`src/rtl/dtw_score_tracker.sv`:
```
`default_nettype none
// ============================================================================
// Module      : dtw_score_tracker
// Description : Tracks the minimum DTW cost, and the position where it first
//               occurs, over a run of ref_len cost samples coming from the
//               last PE of a systolic DTW array.
// Revision    : 1.0 - initial release
// ============================================================================
module dtw_score_tracker #(
  parameter int width     = 16,
  parameter int idx_width = 32
) (
  input  logic                 clk,
  input  logic                 rst,
  input  logic                 start,
  input  logic [idx_width-1:0] ref_len,
  input  logic                 in_valid,
  input  logic [width-1:0]     in_cost,
  output logic                 in_ready,
  output logic                 busy,
  output logic                 done,
  output logic                 out_valid,
  output logic [width-1:0]     min_cost,
  output logic [idx_width-1:0] min_idx
);

  typedef enum logic [1:0] {
    S_IDLE = 2'd0,
    S_RUN  = 2'd1,
    S_DONE = 2'd2
  } state_t;

  localparam logic [idx_width-1:0] IDX_ONE  = {{(idx_width-1){1'b0}}, 1'b1};
  localparam logic [idx_width-1:0] IDX_ZERO = '0;
  localparam logic [width-1:0]     COST_MAX = '1;

  state_t               state_q,     state_d;
  logic [idx_width-1:0] ref_len_q,   ref_len_d;
  logic [idx_width-1:0] cnt_q,       cnt_d;
  logic [width-1:0]     run_min_q,   run_min_d;
  logic [idx_width-1:0] run_idx_q,   run_idx_d;
  logic [width-1:0]     min_cost_q,  min_cost_d;
  logic [idx_width-1:0] min_idx_q,   min_idx_d;
  logic                 out_valid_q, out_valid_d;
  logic                 in_ready_q,  in_ready_d;
  logic                 busy_q,      busy_d;
  logic                 done_q,      done_d;
  logic [idx_width-1:0] cnt_inc;

  // Next-state and datapath: accept samples in RUN, publish the result in DONE.
  always_comb begin
    state_d     = state_q;
    ref_len_d   = ref_len_q;
    cnt_d       = cnt_q;
    run_min_d   = run_min_q;
    run_idx_d   = run_idx_q;
    min_cost_d  = min_cost_q;
    min_idx_d   = min_idx_q;
    out_valid_d = out_valid_q;
    cnt_inc     = cnt_q + IDX_ONE;

    case (state_q)
      S_IDLE: begin
        if (start) begin
          ref_len_d   = ref_len;
          cnt_d       = IDX_ZERO;
          run_min_d   = COST_MAX;
          run_idx_d   = IDX_ZERO;
          out_valid_d = 1'b0;
          // An empty run has nothing to score: go straight to the result.
          state_d     = (ref_len == IDX_ZERO) ? S_DONE : S_RUN;
        end
      end
      S_RUN: begin
        if (in_valid) begin
          // Strict compare so a tie keeps the earlier position.
          if (in_cost < run_min_q) begin
            run_min_d = in_cost;
            run_idx_d = cnt_q;
          end
          cnt_d = cnt_inc;
          // cnt_q == ref_len-1 written without the subtraction; ref_len >= 1 here.
          if (cnt_inc == ref_len_q) begin
            state_d = S_DONE;
          end
        end
      end
      S_DONE: begin
        min_cost_d  = run_min_q;
        min_idx_d   = run_idx_q;
        out_valid_d = 1'b1;
        state_d     = S_IDLE;
      end
      default: begin
        state_d = S_IDLE;
      end
    endcase

    // Handshake/status outputs are decoded from the next state and registered.
    in_ready_d = (state_d == S_RUN);
    busy_d     = (state_d != S_IDLE);
    done_d     = (state_d == S_DONE);
  end

  // State register with synchronous reset taking priority over everything.
  always_ff @(posedge clk) begin
    if (rst) begin
      state_q     <= S_IDLE;
      ref_len_q   <= IDX_ZERO;
      cnt_q       <= IDX_ZERO;
      run_min_q   <= COST_MAX;
      run_idx_q   <= IDX_ZERO;
      min_cost_q  <= '0;
      min_idx_q   <= IDX_ZERO;
      out_valid_q <= 1'b0;
      in_ready_q  <= 1'b0;
      busy_q      <= 1'b0;
      done_q      <= 1'b0;
    end else begin
      state_q     <= state_d;
      ref_len_q   <= ref_len_d;
      cnt_q       <= cnt_d;
      run_min_q   <= run_min_d;
      run_idx_q   <= run_idx_d;
      min_cost_q  <= min_cost_d;
      min_idx_q   <= min_idx_d;
      out_valid_q <= out_valid_d;
      in_ready_q  <= in_ready_d;
      busy_q      <= busy_d;
      done_q      <= done_d;
    end
  end

  assign in_ready  = in_ready_q;
  assign busy      = busy_q;
  assign done      = done_q;
  assign out_valid = out_valid_q;
  assign min_cost  = min_cost_q;
  assign min_idx   = min_idx_q;

endmodule
`default_nettype wire

```
`config.mk`:
```
export PLATFORM = sky130hd
export DESIGN_NAME = dtw_score_tracker
export DESIGN_NICKNAME = d
export VERILOG_FILES = /design/src/rtl/dtw_score_tracker.sv
export SDC_FILE = /design/constraint.sdc
export NUM_CORES = 1
export LEC_CHECK = 0
export CORE_ASPECT_RATIO = 1.75
export CORE_MARGIN = 5
export CORE_UTILIZATION = 59
export DETAILED_ROUTE_END_ITERATION = 16
export GPL_TIMING_DRIVEN = 0
export PLACE_DENSITY = 0.91
export SLEW_MARGIN = 0
export SYNTH_ARGS = -nofsm -noshare
export SYNTH_HDL_FRONTEND = slang
export SYNTH_SLANG_ARGS = --single-unit
```
`constraint.sdc`:
```
create_clock -name clk -period 5.9 [get_ports clk]
set_clock_uncertainty 0.1 [all_clocks]
set_input_delay 1.18 -clock clk [delete_from_list [all_inputs] [get_ports clk]]
set_output_delay 1.18 -clock clk [all_outputs]
set_load 0.01 [all_outputs]
```
==> impl_metrics.env <==
export IMPL_synth_compound_area_share_pct=19.0
export IMPL_synthFlopType="dfxtp_1"
export IMPL_power_density_mw_per_mm2=271
export IMPL_first_pass_iters=7
export IMPL_drtIter0Drc=564
export IMPL_required_ns=6.10
export IMPL_finalSetupTns_ns=0
export IMPL_timing_fmax_mhz=244
export IMPL_cts_max_level=4
export IMPL_finalCritPeriodShare_pct=69.5
export IMPL_num_antenna_cells=0
export IMPL_grt_max_degree=17
export IMPL_drcViolationCount=0
export IMPL_cap_violations=0
export IMPL_routed_wl_um=22500
export IMPL_syn2layout_area_growth_pct=25.0
export IMPL_ys_async_sr_fraction_pct=0
export IMPL_synthXorXnorAreaFrac_pct=5.48
export IMPL_antenna_found_initial=0
export IMPL_place_ws_ns=1.51
export IMPL_cts_sinks=166
export IMPL_io_pins=104
export IMPL_final_common_cell="nand2_1"
export IMPL_start_util_pct=60.0
export IMPL_path_clk_slew_ns=0.07
export IMPL_synth_top_family_by_area="simple AND/OR/NAND/NOR gates"
export IMPL_synth_adder_area_share_pct=2.67
export IMPL_antenna_left=0
export IMPL_yosysSeqAreaShare_pct=44.3
export IMPL_syn_area_mm2=0.00749
export IMPL_setup_violations=0
export IMPL_design_area_mm2=0.00937
export IMPL_portBuffers=103
export IMPL_syn_area_per_cell_um2=8.24
export IMPL_via_per_inst=6.06
export IMPL_grt_first_pass_wirelength_um=35800
export IMPL_timing_rr_end="in_ready"
export IMPL_maxSlewViolCount=0
export IMPL_worst_hold_path_endpoint="min_idx[25]"
export IMPL_final_cell_mix="nand2_1 (201), dfxtp_1 (166), a21oi_1 (117), clkdlybuf4s50_1 (103), nor2_1 (53)"
export IMPL_finalNetCount=1099
export IMPL_netlist_instances=909
export IMPL_die_y_um=159
export IMPL_fin_cells=1212
export IMPL_yosys_area_share_simple_pct=23.4
export IMPL_start_kind="primary input"
export IMPL_ir_worst_vdd_mv=0.234
export IMPL_worst_pin_slew_ns=0.851
export IMPL_wl_per_cell_um=18.5
export IMPL_die_area_mm2=0.0151
export IMPL_end_kind="flop"
export IMPL_period_needed_ns=4.10
export IMPL_finalHoldViolCount=0
export IMPL_synth_edf_count=0
export IMPL_min_delay_start="min_idx[25]"
export IMPL_rr_worst_depth=10
export IMPL_holdPathStages=2
export IMPL_post_cts_resized=0
export IMPL_ys_warnings_count=0
export IMPL_startpoint="in_cost[9]"
export IMPL_place_congestion=0.991
export IMPL_yosys_register_bits=166
export IMPL_worstPathMaxFanout=10
export IMPL_grt_pass1_vias=7329
export IMPL_dp_final_hpwl_um=15900
export IMPL_finalWorstSetupSlack_ns=1.80
export IMPL_clock_latency_ns=0.44
export IMPL_die_x_um=95.2
export IMPL_core_area_mm2=0.0125
export IMPL_n_fill_cell=861
export IMPL_place_area_mm2=0.00874
export IMPL_critical_path_class="in -> reg"
export IMPL_cts_buffer_depth=2
export IMPL_rsz0062_at_grt="no"
export IMPL_min_path_type="reg -> reg"
export IMPL_dp_cells=1180
export IMPL_root_buffer="clkbuf_16"
export IMPL_rows=54
export IMPL_cellLeakagePower_nw=3.65
export IMPL_syn_num_nets=977
export IMPL_synth_cell_type_count=56
export IMPL_relSlewSlack_pct=43.1
export IMPL_cts_hold_buf=0
export IMPL_track_usage_pct=30.1
export IMPL_cts_buffers_inserted=17
export IMPL_r2r_start="cnt_q[0]"
export IMPL_critPathArrivalTime_ns=4.31
export IMPL_status="complete, no violations"
export IMPL_vias=7345
export IMPL_cts_tree="yes"
export IMPL_postCtsSetupBuffers=0
export IMPL_synth_mux_area_fraction_pct=0.134
export IMPL_layout_drive_gt1_share_pct=6.70
export IMPL_rrSetupSlack_ns=2.13
export IMPL_grt_ovfl_total=0
==> worst max-delay path: stages <==
cell and delay, ns:
clkdlybuf4s50_1 0.43, ha_1 0.31, a21o_1 0.13, a21o_1 0.12, a21o_1 0.12, a21oi_1 0.07
o21ai_0 0.17, a21oi_1 0.10, nor3_1 0.49, clkbuf_1 0.52, buf_1 0.48, a2bb2oi_1 0.15
==> layout make-up <==
class                           count  area [um2]  area share, %
Timing Repair Buffer              103        1030           11.0
Sequential cell                   166        3320           35.5
Multi-Input combinational cell    653        3800           40.6
Buffer                             70         297           3.17
Tap cell                          168         210           2.24
Inverter                           20        75.1          0.802
Clock inverter                     14         190           2.03
Clock buffer                       18         439           4.69
==> through the flow <==
step	hold slack [ns]	util (%)	total power (W)
6_report	0.352	74.9	0.00254
5_1_grt	0.366	74.9	0.00260
4_1_cts	0.353	74.9	0.00253
3_5_place_dp	0.346	69.9	0.00137
3_3_place_gp	0.337	69.9	0.00137
2_1_floorplan	0.331	-	0.00129
==> sequential cells by signal (all words and copies together) (netlist names) <==
name,count
run_idx_q,32
out_valid,1
min_idx,32
ref_len_q,32
run_min_q,16
done,1
min_cost,16
busy,1
state_q,2
cnt_q,32
in_ready,1
==> Yosys cell counts, drive strengths merged, types with 11 or more instances <==
| library cell | n | share of area [%] |
|---|---|---|
| xnor2 | 33 | 4.0 |
| nand4 | 15 | 1.7 |
| inv | 20 | 1.0 |
| nor2 | 53 | 2.7 |
| nand2 | 201 | 10 |
| nor3 | 21 | 1.5 |
| buf | 20 | 1.4 |
| clkbuf | 50 | 2.5 |
| nand3 | 23 | 2.1 |
| xor2 | 13 | 1.5 |
| and3 | 11 | 0.93 |
| ha | 16 | 2.7 |
| dfxtp | 166 | 44 |
| a22o | 34 | 4.0 |
| nor4 | 16 | 1.9 |
| a21oi | 117 | 7.8 |
| a2bb2oi | 16 | 1.9 |
| o21ai | 19 | 1.3 |
==> cells by family (layout without fill, tap and decap cells) <==
family | Yosys count | count (layout)
and+or+nand+nor | 366 | 366
AOI/OAI and AO/OA | 224 | 224
DFF | 166 | 166
buffers and inverters | 90 | 225
xor gates and xnor gates | 46 | 46
adders and majority gates | 16 | 16
muxes | 1 | 1
==> power breakdown <==
part / internal, W / switching, W / total, W
Combinational: 0.0000838 / 0.000125 / 0.000209
Clock: 0.000690 / 0.000490 / 0.00118
Sequential: 0.00114 / 0.0000137 / 0.00115
==> per-layer routing <==
layer  GRT usage (%)  routed length (um)
met3            7.85                1920
met2            52.1               11400
met4            19.6                1460
met5               0                   0
met1            30.9                7630
==> how the worst max path moves through the flow <==
| stage | end | cells past startpoint |
|---|---|---|
| CTS | run_min_q[10] | 11 |
| floorplan | run_idx_q[6] | 11 |
| global placement | run_min_q[2] | 11 |
| global route | run_min_q[5] | 12 |
| detailed placement | run_min_q[13] | 11 |
| finish | run_min_q[10] | 12 |
Power figures use the tool's default switching activity.
